==> src/rtl/pipe_stall_ctrl.sv <==
// pipe_stall_ctrl
// Central stall/flush sequencer for a 5-stage pipeline. It owns the write
// enables of PC, IF/ID, ID/EX, EX/MEM and MEM/WB and the flushes of IF/ID and
// ID/EX. It handles three cases:
//   - variable-latency data-memory access through a req/ack handshake in MEM
//   - load-use stalls detected in ID
//   - taken-branch flushes
// A memory access that never completes is caught by a timeout. The timeout
// freezes the pipeline in HALT until the next reset.
//
// Optional feature macro: PIPE_STALL_PERF_EN. When it is defined, the block
// gains the 32-bit saturating stall-cycle counter output stall_cyc_o.
//
// Ports:
//   clk_i             clock, rising edge
//   rst_i             synchronous active-low reset
//   memop_i           EX/MEM holds a load or store
//   mem_ack_i         data memory completes the access this cycle
//   mem_req_o         data-memory request (level, held until ack)
//   id_ex_memread_i   ID/EX holds a load
//   id_ex_rt_i        load destination register in ID/EX
//   if_id_rs_i        rs of the instruction in IF/ID
//   if_id_rt_i        rt of the instruction in IF/ID
//   branch_taken_i    branch in ID resolved taken
//   pc_we_o .. mem_wb_we_o   pipeline register enables
//   if_id_flush_o     clear IF/ID to NOP on the next edge
//   id_ex_flush_o     clear ID/EX control bits (bubble) on the next edge
//   timeout_o         sticky hang flag
//   state_o           FSM state (RUN=0, MEM_WAIT=1, HALT=2)
//   stall_cyc_o       (PIPE_STALL_PERF_EN only) cycles with pc_we_o low
module pipe_stall_ctrl #(
    parameter int unsigned TIMEOUT_CYCLES = 64
) (
    input  logic       clk_i,
    input  logic       rst_i,
    input  logic       memop_i,
    input  logic       mem_ack_i,
    output logic       mem_req_o,
    input  logic       id_ex_memread_i,
    input  logic [4:0] id_ex_rt_i,
    input  logic [4:0] if_id_rs_i,
    input  logic [4:0] if_id_rt_i,
    input  logic       branch_taken_i,
    output logic       pc_we_o,
    output logic       if_id_we_o,
    output logic       id_ex_we_o,
    output logic       ex_mem_we_o,
    output logic       mem_wb_we_o,
    output logic       if_id_flush_o,
    output logic       id_ex_flush_o,
    output logic       timeout_o,
    output logic [1:0] state_o
`ifdef PIPE_STALL_PERF_EN
    ,
    output logic [31:0] stall_cyc_o
`endif
);

    localparam logic [1:0] ST_RUN      = 2'd0;
    localparam logic [1:0] ST_MEM_WAIT = 2'd1;
    localparam logic [1:0] ST_HALT     = 2'd2;

    // Counter value seen on the last permitted MEM_WAIT cycle.
    localparam logic [7:0] LAST_WAIT = 8'(TIMEOUT_CYCLES - 1);

    logic [1:0] state;
    logic [1:0] state_nxt;
    logic [7:0] wait_cnt;
    logic [7:0] wait_cnt_nxt;
    logic       timeout_q;
    logic       timeout_set;
    logic       load_use;

    // r0 is hard-wired zero, so a load targeting it never creates a hazard.
    assign load_use = id_ex_memread_i && (id_ex_rt_i != 5'd0) &&
                      ((id_ex_rt_i == if_id_rs_i) || (id_ex_rt_i == if_id_rt_i));

    always_comb begin
        pc_we_o       = 1'b0;
        if_id_we_o    = 1'b0;
        id_ex_we_o    = 1'b0;
        ex_mem_we_o   = 1'b0;
        mem_wb_we_o   = 1'b0;
        if_id_flush_o = 1'b0;
        id_ex_flush_o = 1'b0;
        mem_req_o     = 1'b0;
        state_nxt     = state;
        wait_cnt_nxt  = wait_cnt;
        timeout_set   = 1'b0;

        // While reset is asserted every control output stays low, so an
        // outstanding request is dropped in the same cycle.
        if (rst_i) begin
            case (state)
                ST_RUN: begin
                    if (memop_i) begin
                        // Detect cycle: freeze everything; the request goes
                        // out from MEM_WAIT so it never appears in RUN.
                        state_nxt    = ST_MEM_WAIT;
                        wait_cnt_nxt = 8'd0;
                    end else if (load_use) begin
                        // Hold PC and IF/ID, and push a bubble into ID/EX.
                        // The branch is ignored here and re-resolves after the stall.
                        id_ex_we_o    = 1'b1;
                        ex_mem_we_o   = 1'b1;
                        mem_wb_we_o   = 1'b1;
                        id_ex_flush_o = 1'b1;
                    end else begin
                        pc_we_o       = 1'b1;
                        if_id_we_o    = 1'b1;
                        id_ex_we_o    = 1'b1;
                        ex_mem_we_o   = 1'b1;
                        mem_wb_we_o   = 1'b1;
                        if_id_flush_o = branch_taken_i;
                    end
                end
                ST_MEM_WAIT: begin
                    mem_req_o = 1'b1;
                    if (mem_ack_i) begin
                        // Everything advances so MEM/WB captures the read data.
                        pc_we_o     = 1'b1;
                        if_id_we_o  = 1'b1;
                        id_ex_we_o  = 1'b1;
                        ex_mem_we_o = 1'b1;
                        mem_wb_we_o = 1'b1;
                        state_nxt   = ST_RUN;
                    end else if (wait_cnt == LAST_WAIT) begin
                        state_nxt   = ST_HALT;
                        timeout_set = 1'b1;
                    end else begin
                        wait_cnt_nxt = wait_cnt + 8'd1;
                    end
                end
                ST_HALT: begin
                    state_nxt = ST_HALT;
                end
                default: begin
                    state_nxt = ST_RUN;
                end
            endcase
        end
    end

    always_ff @(posedge clk_i) begin
        if (!rst_i) begin
            state     <= ST_RUN;
            wait_cnt  <= 8'd0;
            timeout_q <= 1'b0;
        end else begin
            state    <= state_nxt;
            wait_cnt <= wait_cnt_nxt;
            if (timeout_set) begin
                timeout_q <= 1'b1;
            end
        end
    end

    assign timeout_o = timeout_q;
    assign state_o   = state;

`ifdef PIPE_STALL_PERF_EN
    logic [31:0] stall_cyc_q;

    always_ff @(posedge clk_i) begin
        if (!rst_i) begin
            stall_cyc_q <= 32'd0;
        end else if (!pc_we_o && (stall_cyc_q != 32'hFFFF_FFFF)) begin
            stall_cyc_q <= stall_cyc_q + 32'd1;
        end
    end

    assign stall_cyc_o = stall_cyc_q;
`endif

endmodule

==> config.mk <==
export PLATFORM = sky130hd
export DESIGN_NAME = pipe_stall_ctrl
export DESIGN_NICKNAME = d
export VERILOG_FILES = /design/src/rtl/pipe_stall_ctrl.sv
export SDC_FILE = /design/constraint.sdc
export NUM_CORES = 1
export LEC_CHECK = 0
export CAP_MARGIN = 20
export CORE_MARGIN = 2
export CORE_UTILIZATION = 45
export CTS_BUF_LIST = sky130_fd_sc_hd__clkbuf_2 sky130_fd_sc_hd__clkbuf_4 sky130_fd_sc_hd__clkbuf_8
export CTS_CLUSTER_DIAMETER = 60
export CTS_CLUSTER_SIZE = 30
export DETAILED_ROUTE_END_ITERATION = 8
export DONT_BUFFER_PORTS = 1
export GPL_TIMING_DRIVEN = 0
export HOLD_SLACK_MARGIN = 0.05
export PLACE_DENSITY = 0.7
export SLEW_MARGIN = 40
export SYNTH_ARGS = -nofsm -noshare
export SYNTH_HDL_FRONTEND = slang
export SYNTH_SLANG_ARGS = --single-unit
==> constraint.sdc <==
create_clock -name clk_i -period 2.2 [get_ports clk_i]
set_input_delay 0.11 -clock clk_i [delete_from_list [all_inputs] [get_ports clk_i]]
set_output_delay 0.11 -clock clk_i [all_outputs]
set_load 0.01 [all_outputs]
==> results.md, run 1 <==
- Synth area leaders: dfxtp_1, xnor2_1, nand3_1, a2111o_1, and3_1
- Post-Syn Area: around 800 um^2
- Setup Skew: approximately 0.0023 ns
- M3 GR Usage: approximately 3.5%
- Syn nets: 120
- DR iter-0 viols: 6
- Share of flip-flops with an asynchronous set or reset: 0%
- ANT nets after route: 0
- IO Port Bufs: 0
- Dpl cell area: 843 um^2
- Top-area cell type share of the netlist area: a little over a quarter
- Crit path launch type: flip-flop
- Routed WL per cell: approximately 13 um
- Unrepaired setup endpoints after global routing: no
- #FFs+latches synth: 11
- # fillers: 178
- Die Wd: around 46 um
- Ys Warns: 0
- Clock latency on the worst-skew pair: 0.28 ns
- Met1 GRT Util: around a fifth
- Pin count of the biggest net entering global routing: 11
- CP Max Fanout: 6
- N_diodes: 0
- Synth Area in Compound Gates: approximately 21%
- Min Tclk post-route: approximately 1.9 ns
- Total CTS buffers: 3
- Clock root cell: clkbuf_4
- Status: finished, final reports clean
- Finished Cell Area: about 870 um^2
- Area leader, netlist: dfxtp_1
- Vias in the first global route: between 600 and 700
- Pre-antenna DRT Iters: 4
- Final GP Congestion: between 0.7 and 0.8
- Total wire length: 1.65 mm
- Sequential area share after synthesis: between 20% and 30%
- Synth Area in Simple Gates: roughly 30%
- Via count: 710
- Synth Area in Adders: under 10%
- Initial antenna violation count: 0
- Final period util: ~87%
- CTS-repair resized insts: 0
- Final slew viol count: 0
- Req. time, crit path: roughly 2.1 ns
- Hold WC Path Type: in -> reg
- P per Cell Area: between 500 and 600 nW/um^2
- First-pass GRT wire length: between 2 and 2.5 mm
- Layout cells sized above 1: between 10% and 20%
- Number of synthesized flops with an enable pin: 0
- Grt met2 use: 25.8%
- Worst slew pin tran: between 0.6 and 0.7 ns
- DR vias/cell: between 5 and 6
- Post-synthesis mux area share: under 10%
- Post-synth top cells: dfxtp_1, xnor2_1, nand3_1
- Max Cap Violations: 0
- P_leak: 0.310 nW
- Post-CTS setup buffer count: 0
- Main flop type after synthesis: dfxtp_1
- Worst Path Arrival: between 1.5 and 2 ns
- DRC viols: 0
- Nets@finish: roughly 130
- Top-count cell post-synth: dfxtp_1
- Fin util: approximately half
- Largest family of logic cells by synthesized area: simple AND/OR/NAND/NOR gates
- Final Setup Violations: 0
- CTS clk-pin slew, worst paths: 0.07 ns
- # rows: 15
- Critical Path Sink Type: output pin
- Synth Area in XOR/XNOR: around an eighth
- Max Fclk: between 500 and 600 MHz
- Slew HR: slightly below 60%
- Die area: roughly 2200 um^2
- H-tree depth: 1
- Syn avg cell area: between 8 and 9 um^2
- Min Hold Slack: ~0.077 ns
- Top-Level Pins: 32
- Fin. Hold Viols: 0
- CTS tree: yes
- Critical path class: reg -> out
- Setup TNS: 0 ns
- Hold-fix buffers, CTS: 0
- Final HPWL DP: between 1 and 1.5 mm
- CTS max path bufs: 2
- Initial core utilization: between 40% and 50%
- Core area: 1710 um^2
- Clock Sinks: 11
- Most used routing layer: met2
- Die height: ~46 um
- VDD IR max: about 220 uV
- Area Overhead vs Synth: 7.55%
- Synth unique cells: 37
- GRT Overall Usage: between 15 and 20%
- Synth Instances: 98
- Global route overflow: 0
[final timing paths]
check / from / to / slack, ns / depth (start not counted)
worst min-delay path: rst_i / state_o[0]$_SDFFE_PN0P_ / 0.08 / 2
worst min register to register: wait_cnt[1]$_SDFFE_PN0P_ / wait_cnt[1]$_SDFFE_PN0P_ / 0.50 / 2
worst max register to register: state_o[0]$_SDFFE_PN0P_ / wait_cnt[7]$_SDFFE_PN0P_ / 0.53 / 5
worst max-delay path: state_o[1]$_SDFFE_PN0P_ / pc_we_o / 0.28 / 4
[worst max-delay path, cell delays in order (launching register included)]
cell	delay [ns]
dfxtp_1	0.40
nand2b_1	0.25
or3_1	0.32
o21ai_0	0.36
buf_4	0.20
[stage by stage]
stage	total power, mW	cells	setup slack (ns)
after floorplan	0.279	98	0.708
after global placement	0.287	123	0.584
after detailed placement	0.290	123	0.547
after CTS	0.448	127	0.282
after global routing	0.465	127	0.145
final	0.444	127	0.280
[sequential cells by signal, summed over array words and instances (netlist names)]
register,count
state_o,2
timeout_o,1
wait_cnt,8
[final cells by class]
cell class / instances / area [um^2] / share of cell area [%]
multi-input combinational: 78 / 529 / 60.6
sequential: 11 / 220 / 25.2
buffer: 6 / 51.3 / 5.87
clock buffer: 4 / 30.0 / 3.44
inverter: 3 / 11.3 / 1.29
tap: 25 / 31.3 / 3.58
[report_power, final]
group | leakage, nW | switching [mW] | total (mW) | internal, mW
Clock | 0.0184 | 0.0760 | 0.159 | 0.0827
Combinational | 0.203 | 0.0409 | 0.0815 | 0.0407
Sequential | 0.0889 | 0.00254 | 0.204 | 0.201
[layer usage]
layer,share of wire [%],up-vias
met5,0,-
met3,4.4,5
met4,2.9,0
met2,49,23
met1,43,321
li1,-,361
[placed cells by master (no fill, tap or decap), types with 3 or more instances in the layout]
cell type	synthesis	routed
xnor2_1	10	10
nand2b_1	4	4
and3_1	5	5
a21boi_0	3	3
dfxtp_1	11	11
a2111o_1	3	3
a21oi_1	5	5
clkbuf_4	0	4
nand3_1	9	9
inv_1	3	3
nor2_1	3	3
nand2_1	7	7
buf_4	3	3
o21ai_0	3	3
[cells by family after synthesis]
kind of cell	after synthesis
AND/OR/NAND/NOR	42
AO/OA/AOI/OAI	23
XOR/XNOR	11
flip-flops	11
buffers and inverters	9
multiplexers	1
adder cells (fa/ha/maj)	1
No activity file was read; power rests on OpenSTA's default activity.
==> run 2: changes to the inputs <==
--- a/config.mk
+++ b/config.mk
@@ -15,7 +15,7 @@
 export DONT_BUFFER_PORTS = 1
 export GPL_TIMING_DRIVEN = 0
 export HOLD_SLACK_MARGIN = 0.05
-export PLACE_DENSITY = 0.7
+export PLACE_DENSITY = 0.62
 export SLEW_MARGIN = 40
 export SYNTH_ARGS = -nofsm -noshare
 export SYNTH_HDL_FRONTEND = slang
==> results.md, run 2 (same netlist as run 1, synthesis figures left out) <==
- First-pass GRT wire length: 2.69 mm (+8.1%)
- Commonest non-fill, non-tap cell in the layout: dfxtp_1
- Worst slew pin tran: 0.500 ns (-0.108 ns)
- Area Overhead vs Synth: 8.47%
- Hold-fix buffers, CTS: 1 (+1)
- Status: finished, final reports clean
- Clock latency on the worst-skew pair: 0.27 ns (about the same)
- Max Cap Violations: 0 (unchanged)
- Critical Path Sink Type: output pin
- Slew HR: 66.4% (+7.3 points)
- CP Max Fanout: 6 (unchanged)
- DRC viols: 0 (unchanged)
- Crit path launch type: flip-flop
- ANT nets after route: 0 (unchanged)
- N_diodes: 0 (unchanged)
- Setup TNS: 0 ns (unchanged)
- Fin util: 51.6% (+0.44 points)
- DR vias/cell: 5.41 (-3.2%)
- CTS clk-pin slew, worst paths: 0.07 ns (about the same)
- Largest register FFs: 8 (unchanged)
- Clock root cell: clkbuf_4
- Via count: 693 (-2.4%)
- Clock Sinks: 11 (unchanged)
- Die Wd: 46.5 um (unchanged)
- VDD IR max: 263 uV (+19%)
- Total CTS buffers: 3 (unchanged)
- H-tree depth: 1 (unchanged)
- Final slew viol count: 0 (unchanged)
- Min Hold Slack: 0.0691 ns (-0.00799 ns)
- GRT Overall Usage: 17.8% (+1.2 points)
- Initial core utilization: 47.5% (unchanged)
- Register bank with the most flops: wait_cnt
- Unrepaired setup endpoints after global routing: no
- Layout cells sized above 1: 13.6% (-0.13 points)
- DR iter-0 viols: 5 (-1)
- Setup Skew: 0.00356 ns (+0.00127 ns)
- Final period util: 85.0% (-2.3 points)
- Die area: 2160 um^2 (unchanged)
- Hold WC Path Type: in -> reg
- Dpl ws: 0.563 ns (+0.0155 ns)
- Critical path class: reg -> out
- CTS max path bufs: 2 (unchanged)
- Commonest non-fill, non-tap cells in the layout: dfxtp_1, xnor2_1, nand3_1, nand2_1
- CP peak stage delay: 0.39 ns (about the same)
- Worst Path Arrival: 1.76 ns (-0.05 ns)
- Pre-antenna DRT Iters: 4 (unchanged)
- Final Setup Violations: 0 (unchanged)
- P per Cell Area: 481 nW/um^2 (-5.5%)
- Crit path max-delay cell type: dfxtp_1
- Final GP Congestion: 0.732 (-7.5%)
- Pin count of the biggest net entering global routing: 11 (unchanged)
- Finished Layout Cells: 128 (+0.79%)
- Post-CTS setup buffer count: 0 (unchanged)
- Fin. Hold Viols: 0 (unchanged)
- Final setup margin: 0.330 ns (+0.0500 ns)
- Nets@finish: 126 (+0.80%)
- Core area: 1710 um^2 (unchanged)
- # placed instances: 123 (unchanged)
- P_leak: 0.314 nW (+1.1%)
- Req. time, crit path: 2.09 ns (about the same)
- # rows: 15 (unchanged)
- Initial antenna violation count: 0 (unchanged)
- Final HPWL DP: 1.25 mm (+0.34%)
- CTS tree: yes
- Die height: 46.5 um (unchanged)
- Total wire length: 1.58 mm (-4.4%)
- Min Tclk post-route: 1.87 ns (-0.0500 ns)
- Max Fclk: 535 MHz (+2.7%)
- Top-Level Pins: 32 (unchanged)
- Global route overflow: 0 (unchanged)
- CTS-repair resized insts: 0 (unchanged)
- IO Port Bufs: 0 (unchanged)
- Routed WL per cell: 12.3 um (-5.1%)
- Critical path cell sequence: nand2b_1, or3_1, o21ai_0, buf_4
- Vias in the first global route: 657 (+8.8%)
-- run 2: cell count changes in the layout (fill, tap and decap cells not counted), sizes merged --
| cell | change |
|---|---|
| dlygate4sd3 | +1 |
| clkbuf | -1 |
| clkinv | +1 |
-- run 2: final timing paths --
kind / startpoint / cells past startpoint / slack (ns) / endpoint
max: state_o[1]$_SDFFE_PN0P_ / 4 / 0.33 / pc_we_o
min: mem_ack_i / 3 / 0.07 / state_o[0]$_SDFFE_PN0P_
max reg2reg: state_o[0]$_SDFFE_PN0P_ / 5 / 0.55 / wait_cnt[7]$_SDFFE_PN0P_
min reg2reg: wait_cnt[1]$_SDFFE_PN0P_ / 2 / 0.49 / wait_cnt[1]$_SDFFE_PN0P_
-- run 2: power by group --
group / leakage (nW) / internal, mW / switching (mW)
sequential: 0.0889 / 0.201 / 0.00259
clock: 0.0177 / 0.0674 / 0.0713
combinational: 0.207 / 0.0418 / 0.0391
total: 0.314 / 0.310 / 0.113
-- run 2: per-layer routing --
metal | vias to the layer above | track usage [%] | wire length, um
met4 | 0 | 6.86 | 29
met2 | 14 | 29.7 | 756
met3 | 4 | 7.06 | 65
met1 | 304 | 20.2 | 729
li1 | 371 | - | -
met5 | - | 0 | 0
-- run 2: worst max-delay path, delay by kind of cell (launching register included) --
| family | cells | cell delay [ns] |
|---|---|---|
| buffers and inverters | 1 | 0.20 |
| AO/OA/AOI/OAI | 1 | 0.36 |
| AND/OR/NAND/NOR | 2 | 0.53 |
| flip-flops | 1 | 0.39 |
-- run 2: cell type report --
type | count | area [um^2]
buffer | 6 | 51.3
clock buffer | 3 | 22.5
clock inverter | 1 | 5.00
fill | 176 | 827
inverter | 3 | 11.3
multi-input combinational | 78 | 529
sequential | 11 | 220
tap | 25 | 31.3
timing repair buffer | 1 | 10.0
-- run 2: metrics by stage --
step	total power, mW	area (um^2)
final	0.423	881
after global routing	0.456	881
after CTS	0.433	881
after detailed placement	0.289	843
after global placement	0.288	843
after floorplan	0.279	812
